## src/rtl/cci_mpf_prim_counting_semaphore_cam.sv

```systemverilog
// ---------------------------------------------------------------------------
// cci_mpf_prim_counting_semaphore_cam
//
// Small CAM of reference-counted values. A set of a value already present
// bumps its count; a set of an absent value takes the lowest-index free entry.
// A clear decrements the count, and the entry is freed when the count reaches
// zero. Any number of lookup ports report whether a value is currently held.
//
// Optional feature macro: CCI_MPF_SEM_CAM_SET_BYPASS_EN
//   When defined, a set that will be accepted this cycle is also reported on
//   is_set_T0 in the same cycle. Otherwise is_set_T0 reflects registered state
//   only.
//
// Ports:
//   clk              sole clock, rising edge
//   reset            asynchronous, active-high reset
//   rdy              at least one entry is free (combinational)
//   set_en/value     acquire a reference to set_value
//   clear_en/value   release a reference to clear_value
//   test_value[p]    lookup values, one per test port
//   is_set_T0[p]     same-cycle lookup result
//   is_set_T1[p]     is_set_T0 delayed by one cycle
//   n_live           number of valid entries (registered)
//   error_full       sticky: set of an absent value while no entry is free
//   error_overflow   sticky: set would exceed the maximum count
//   error_underflow  sticky: clear of an absent value
// ---------------------------------------------------------------------------
module cci_mpf_prim_counting_semaphore_cam
#(
    parameter int N_ENTRIES    = 16,
    parameter int N_VALUE_BITS = 8,
    parameter int N_COUNT_BITS = 4,
    parameter int N_TEST_PORTS = 2
)
(
    input  logic                                      clk,
    input  logic                                      reset,
    output logic                                      rdy,
    input  logic                                      set_en,
    input  logic [N_VALUE_BITS-1:0]                   set_value,
    input  logic                                      clear_en,
    input  logic [N_VALUE_BITS-1:0]                   clear_value,
    input  logic [N_TEST_PORTS-1:0][N_VALUE_BITS-1:0] test_value,
    output logic [N_TEST_PORTS-1:0]                   is_set_T0,
    output logic [N_TEST_PORTS-1:0]                   is_set_T1,
    output logic [$clog2(N_ENTRIES+1)-1:0]            n_live,
    output logic                                      error_full,
    output logic                                      error_overflow,
    output logic                                      error_underflow
);

    localparam int LIVE_BITS = $clog2(N_ENTRIES + 1);
    localparam logic [N_COUNT_BITS-1:0] COUNT_ZERO = {N_COUNT_BITS{1'b0}};
    localparam logic [N_COUNT_BITS-1:0] COUNT_ONE  = N_COUNT_BITS'(1);
    localparam logic [N_COUNT_BITS-1:0] COUNT_MAX  = {N_COUNT_BITS{1'b1}};

    // Entry storage; an entry is valid exactly when its count is nonzero.
    logic [N_VALUE_BITS-1:0] value_r [N_ENTRIES];
    logic [N_COUNT_BITS-1:0] count_r [N_ENTRIES];

    logic [N_ENTRIES-1:0] valid_s;
    logic [N_ENTRIES-1:0] free_s;
    logic [N_ENTRIES-1:0] alloc_oh_s;
    logic [N_ENTRIES-1:0] set_match_s;
    logic [N_ENTRIES-1:0] clr_match_s;
    logic [N_ENTRIES-1:0] at_max_s;
    logic [N_ENTRIES-1:0] at_one_s;

    logic set_hit_s, clr_hit_s, same_s, set_at_max_s, clr_at_one_s;
    logic inc_s, ovf_s, alloc_s, full_s, dec_s, unf_s, freed_s;

    logic [LIVE_BITS-1:0]    n_live_r, n_live_next_s;
    logic [N_TEST_PORTS-1:0] is_set_t0_s, is_set_t1_r;
    logic                    error_full_r, error_overflow_r, error_underflow_r;

    // Per-entry status and CAM match vectors for the set and clear ports.
    always_comb begin
        valid_s     = {N_ENTRIES{1'b0}};
        set_match_s = {N_ENTRIES{1'b0}};
        clr_match_s = {N_ENTRIES{1'b0}};
        at_max_s    = {N_ENTRIES{1'b0}};
        at_one_s    = {N_ENTRIES{1'b0}};
        for (int i = 0; i < N_ENTRIES; i++) begin
            valid_s[i]     = (count_r[i] != COUNT_ZERO);
            set_match_s[i] = valid_s[i] && (value_r[i] == set_value);
            clr_match_s[i] = valid_s[i] && (value_r[i] == clear_value);
            at_max_s[i]    = (count_r[i] == COUNT_MAX);
            at_one_s[i]    = (count_r[i] == COUNT_ONE);
        end
    end

    assign free_s = ~valid_s;
    // Isolate the lowest set bit of the free vector: x & -x.
    assign alloc_oh_s = free_s & (~free_s + N_ENTRIES'(1));
    assign rdy        = |free_s;

    // Values are unique among valid entries, so each match vector is one-hot.
    assign set_hit_s    = |set_match_s;
    assign clr_hit_s    = |clr_match_s;
    assign set_at_max_s = |(set_match_s & at_max_s);
    assign clr_at_one_s = |(clr_match_s & at_one_s);

    // A set and clear of the same present value cancel, even at max count.
    assign same_s  = set_en && clear_en && set_hit_s && clr_hit_s &&
                     (set_value == clear_value);
    assign inc_s   = set_en && set_hit_s && !same_s && !set_at_max_s;
    assign ovf_s   = set_en && set_hit_s && !same_s && set_at_max_s;
    assign alloc_s = set_en && !set_hit_s && rdy;
    assign full_s  = set_en && !set_hit_s && !rdy;
    assign dec_s   = clear_en && clr_hit_s && !same_s;
    assign unf_s   = clear_en && !clr_hit_s;
    assign freed_s = dec_s && clr_at_one_s;

    // Entry update. The incremented, allocated and decremented entries are
    // always distinct (allocation only targets a pre-edge free entry), so at
    // most one action applies to any entry.
    always_ff @(posedge clk or posedge reset) begin
        if (reset) begin
            for (int i = 0; i < N_ENTRIES; i++) begin
                value_r[i] <= {N_VALUE_BITS{1'b0}};
                count_r[i] <= COUNT_ZERO;
            end
        end else begin
            for (int i = 0; i < N_ENTRIES; i++) begin
                if (inc_s && set_match_s[i]) begin
                    count_r[i] <= count_r[i] + COUNT_ONE;
                end else if (alloc_s && alloc_oh_s[i]) begin
                    value_r[i] <= set_value;
                    count_r[i] <= COUNT_ONE;
                end else if (dec_s && clr_match_s[i]) begin
                    count_r[i] <= count_r[i] - COUNT_ONE;
                end else begin
                    count_r[i] <= count_r[i];
                end
            end
        end
    end

    // Live-entry count tracks allocations and frees in the same edge.
    always_comb begin
        n_live_next_s = n_live_r;
        if (alloc_s && !freed_s) begin
            n_live_next_s = n_live_r + LIVE_BITS'(1);
        end else if (freed_s && !alloc_s) begin
            n_live_next_s = n_live_r - LIVE_BITS'(1);
        end else begin
            n_live_next_s = n_live_r;
        end
    end

    // Lookup ports against pre-edge state, plus optional set bypass.
    always_comb begin
        is_set_t0_s = {N_TEST_PORTS{1'b0}};
        for (int p = 0; p < N_TEST_PORTS; p++) begin
            for (int i = 0; i < N_ENTRIES; i++) begin
                is_set_t0_s[p] = is_set_t0_s[p] |
                                 (valid_s[i] && (value_r[i] == test_value[p]));
            end
`ifdef CCI_MPF_SEM_CAM_SET_BYPASS_EN
            // Only a set that will not be dropped as full is reported early.
            is_set_t0_s[p] = is_set_t0_s[p] |
                             (!reset && set_en && (set_hit_s || rdy) &&
                              (set_value == test_value[p]));
`endif
        end
    end

    // Delayed lookup result, live count and sticky error flags.
    always_ff @(posedge clk or posedge reset) begin
        if (reset) begin
            is_set_t1_r       <= {N_TEST_PORTS{1'b0}};
            n_live_r          <= {LIVE_BITS{1'b0}};
            error_full_r      <= 1'b0;
            error_overflow_r  <= 1'b0;
            error_underflow_r <= 1'b0;
        end else begin
            is_set_t1_r       <= is_set_t0_s;
            n_live_r          <= n_live_next_s;
            error_full_r      <= error_full_r | full_s;
            error_overflow_r  <= error_overflow_r | ovf_s;
            error_underflow_r <= error_underflow_r | unf_s;
        end
    end

    assign is_set_T0       = is_set_t0_s;
    assign is_set_T1       = is_set_t1_r;
    assign n_live          = n_live_r;
    assign error_full      = error_full_r;
    assign error_overflow  = error_overflow_r;
    assign error_underflow = error_underflow_r;

endmodule

```

## config.mk

```make
export PLATFORM = sky130hd
export DESIGN_NAME = cci_mpf_prim_counting_semaphore_cam
export DESIGN_NICKNAME = d
export VERILOG_FILES = /design/src/rtl/cci_mpf_prim_counting_semaphore_cam.sv
export SDC_FILE = /design/constraint.sdc
export NUM_CORES = 1
export LEC_CHECK = 0
export CORE_MARGIN = 3
export CORE_UTILIZATION = 60
export DETAILED_ROUTE_END_ITERATION = 7
export PLACE_DENSITY_LB_ADDON = 0.25
export SLEW_MARGIN = 40
export SYNTH_ARGS = -nofsm -noshare
export SYNTH_HDL_FRONTEND = slang
export SYNTH_SLANG_ARGS = --single-unit
```

## constraint.sdc

```tcl
create_clock -name clk -period 16.85 [get_ports clk]
set_input_delay 3.37 -clock clk [delete_from_list [all_inputs] [get_ports clk]]
set_output_delay 3.37 -clock clk [all_outputs]
set_load 0.005 [all_outputs]
```

# Word-level counts from Yosys, hierarchy flattened
# Cells that the tools add are included.
totals:
  input_bits: 36
  register_bits: 202
  wordCells: 463
  output_inout_bits: 13
op_classes:
  n_reduce_logical: 190
  muxes: 50
  addsub: 35
  bitwise_logic: 54
  eq_ne: 97
op_table:
  columns: ["operator", "n"]
  rows:
  - ["8-bit equality test", 65]
  - ["4-bit 2-to-1 mux", 48]
  - ["1-bit logical AND", 129]
  - ["16-bit OR reduction", 5]
  - ["4-bit by 1-bit adder with 4-bit output, second input constant", 16]
  - ["4-bit by 1-bit equality test with 1-bit output, second input constant", 16]
  - ["4-bit equality test, second input constant", 16]
  - ["4-bit nonzero test", 16]
  - ["4-bit by 1-bit subtractor with 4-bit output, second input constant", 16]
  - ["16-bit AND", 3]
  - ["3-bit nonzero test", 16]
  - ["1-bit OR", 33]
  - ["16-bit inverter", 2]
  - ["2-bit AND reduction", 16]
  - ["16-bit by 1-bit adder with 16-bit output, second input constant", 1]
  - ["1-bit inverter", 16]
  - ["5-bit 2-to-1 mux", 2]
  - ["1-bit logical NOT", 7]
  - ["5-bit by 1-bit adder with 5-bit output, second input constant", 1]
  - ["5-bit by 1-bit subtractor with 5-bit output, second input constant", 1]
  - ["2-bit nonzero test", 1]

# Logic depth before layout (Yosys ltp)
logic_depth:
  depth_word: 17
  depth_mapped: 19
  mapped_depth_nobuf: 18

# Worst setup path before layout
# No wires, ideal clock.
synth_timing:
  kind: "input -> output"
  start: "input port test_value[13] (netlist name)"
  end: "output port is_set_T0[1]"
  n_path_buf: 2
  arrival_ns: 4.854
  path_slack_ns: 8.626
  stages: 8
  path_cell_list: "clkbuf_1 -> clkbuf_1 -> xnor2_1 -> nand4_1 -> nor3_1 -> a31oi_1 -> and4_1 -> nand4_1"
synth_between:
  elab_chain_cells: 17
synth_lines:
  columns: ["item", "line", "source"]
  rows:
  - ["start, declared", "43", "input logic [N_TEST_PORTS-1:0][N_VALUE_BITS-1:0] test_value,"]
  - ["8-bit equality test", "157", "(valid_s[i] && (value_r[i] == test_value[p]));"]
  - ["1-bit logical AND", "157", null]
  - ["1-bit OR (14 in series)", "156", "is_set_t0_s[p] = is_set_t0_s[p] |"]
  - ["1-bit OR *", "156", null]
  - ["end, declared", "44", "output logic [N_TEST_PORTS-1:0] is_set_T0,"]
# Mark *: on every way between the ends. The rest lies on a longest branch, timed or not.

# Final worst setup path
layout_timing:
  start: "input port test_value[2] (netlist name)"
  end: "output port is_set_T0[0]"
# The elaborated chain is that of the path after synthesis.

==> impl_metrics.csv <==
group,metric,value,unit
cts,post-cts-setup-buffers,0,
finish,area_growth_syn_to_layout,4.90,%
floorplan,initial_core_util,61.6,%
timing,finalCritPeriodShare,54.9,%
worst_hold_path,min_from,"error_overflow",
placement,hpwl,35900,µm
cts,numCtsBuffers,25,
grt,grt_use_total,33.3,%
yosys,syn_area,17300,µm²
placement,numPortBuffers,48,
yosys,yosys_warnings,0,
worst_setup_path,endpoint_kind,"primary output",
drt,drt_iter0_markers,1335,
grt,grt_start_max_net_pins,139,
floorplan,pin_count,49,
timing,setup_violations,0,
timing,fin_tns_setup,0,ns
yosys,ys_ff_latch,202,
timing,fmax,108,MHz
worst_setup_path,startpoint,"test_value[2]",
cts,worstSkewPairLatency,0.53,ns
worst_setup_path,crit_arrival,5.88,ns
worst_hold_path,hold_class,"reg2reg",
yosys,yosysSeqAreaShare,29.1,%
timing,worst_pin_slew,0.880,ns
power_and_ir_drop,peakVddDrop,0.000129,V
timing,slew-limit-headroom,40.9,%
finish,fillers,2265,
yosys,yosysTopAreaCellShare,29.1,%
cts,cts.sinks,202,
floorplan,die_area,31000,µm²
grt,grt_pass1_wl,79900,µm
floorplan,die_h,176,µm
floorplan,coreArea,28200,µm²
worst_setup_path,critPathMaxFanout,16,
yosys,synth_async_sr_flop_share,100,%
drt,wirelength,52100,µm
grt,grt_pass1_vias,13500,
timing,hold_violations,0,
timing,post-route-min-period,9.25,ns
power_and_ir_drop,p_leak,0.00724,µW
worst_setup_path,path_class,"in2out",
worst_setup_path,critPathLaunchType,"input pin",
finish,final_nets,1819,
cts,cts_max_path_buffers,3,
yosys,syn_nets,1948,
placement,place.gp.congestion,0.958,
drt,vias,13700,
floorplan,rows,61,
power_and_ir_drop,p_per_area,148,nW/µm²
drt,drt_pre_antenna_iters,7,
drt,drc,0,
floorplan,die_x,176,µm
yosys,syn_area_per_cell,9.41,µm²
yosys,netlist_instances,1843,
cts,clockRootBuffer,"clkbuf_16",
run_status,status,"finished, final reports clean",
cts,path_clk_slew,0.05,ns
drt,wire_per_inst,24.7,µm
cts,hold_buffers,0,
finish,layout-drive-gt1-share,11.5,%
finish,post-route-util,64.6,%
yosys,synthTopCellsByArea,"dfrtp_1, xnor2_1, xor2_1, ha_1, mux2_2",
cts,cts_tree,"built",
drt,ant_nets,0,
grt,grt-ovfl-total,0,
yosys,synth_commonest_cells,"xnor2_1, dfrtp_1, xor2_1",
yosys,synth_ff_type,"dfrtp_1",
grt,antenna_found_initial,1,
worst_setup_path,cp.required,13.48,ns
yosys,synth_edf_count,0,
placement,dpl_cell_area,17400,µm²
job,drv_cap,0,
timing,slew_violations,0,
worst_setup_path,regToRegStartpoint,"count_r[52]",
cts,cts_max_level,1,
finish,fin_area,18200,µm²
cts,ctsResizeCount,0,
yosys,yosys.area.top_type,"dfrtp_1",
yosys,yosysMostFrequentCell,"xnor2_1",
timing,fin_hold_ws,0.463,ns
timing,fin_worst_skew,0.0140,ns
drt,vias_per_cell,6.49,
yosys,netlist-cell-type-count,72,
timing,rsz0062_at_grt,"no",
## final timing paths
kind / endpoint / slack, ns / depth (start not counted)
worst max-delay path: is_set_T0[0] / 7.60 / 9
worst min-delay path: error_overflow / 0.46 / 1
worst max register to register: n_live[4] / 11.98 / 16
worst min register to register: error_overflow / 0.46 / 1
max in group asynchronous: count_r[52] / 12.38 / 3
min in group asynchronous: n_live[3] / 3.39 / 2
## where the power goes
part / leakage, µW / total [µW] / internal (µW) / switching (µW)
Sequential: 0.00251 / 996 / 647 / 349
Clock: 0.000369 / 519 / 305 / 214
Combinational: 0.00436 / 1190 / 625 / 560
## metrics by stage
stage	cells	setup WS (ns)	power [µW]
4_1_cts	2107	7.62	2690
6_report	2108	7.60	2700
3_5_place_dp	2065	7.63	2150
3_3_place_gp	2064	7.17	2100
5_1_grt	2107	7.57	2860
2_1_floorplan	1843	7.97	1900
## cell families after synthesis
| group | share of synthesized area (%) |
|---|---|
| compound gates | 4.41 |
| xor+xnor | 28.0 |
| fa+ha+maj | 5.02 |
| buf+inv | 7.60 |
| flops | 29.1 |
| mux | 9.13 |
| simple gates | 16.7 |
## sequential cells by signal (all words and copies together) (netlist names)
| signal | count |
|---|---|
| count_r | 64 |
| n_live | 5 |
| is_set_T1 | 2 |
| error_underflow | 1 |
| error_overflow | 1 |
| value_r | 128 |
| error_full | 1 |
## layout make-up
class                           count  area [µm²]  share of cell area [%]
Clock inverter                      5        58.8                   0.323
Multi-Input combinational cell   1358       11000                    60.7
Timing Repair Buffer               83         679                    3.73
Inverter                           44         178                   0.977
Clock buffer                       37         711                    3.91
Tap cell                          378         473                    2.60
Sequential cell                   202        5050                    27.8
Antenna cell                        1        2.50                  0.0138
## placed cells by master (no fill, tap or decap), types with 44 or more instances in the layout
| cell type | Yosys | routed |
|---|---|---|
| ha_1 | 68 | 68 |
| mux2_2 | 65 | 65 |
| xnor2_1 | 389 | 389 |
| nor4_1 | 59 | 58 |
| dfrtp_1 | 202 | 202 |
| mux2_1 | 49 | 49 |
| nand4_1 | 102 | 102 |
| xor2_1 | 165 | 165 |
| nor3_1 | 71 | 67 |
| nand2_1 | 46 | 46 |
| nand3_1 | 44 | 44 |
## worst max-delay path, stage by stage
cell and delay, ns:
clkdlybuf4s50_1 0.46, buf_4 0.33, xnor2_1 0.16, nand4_1 0.11
nor4_1 0.35, a31oi_1 0.10, and4_1 0.22, nand4_1 0.20
clkdlybuf4s50_1 0.56
## routing by layer
metal  wire (µm)  vias up  global-route usage, %
met4        2840        0                   15.6
met1       21000     6758                   44.1
li1            -     5996                      -
met2       23200      720                   51.8
met5           0        -                      0
met3        5040      203                   7.66
(Power assumes the default switching activity.)
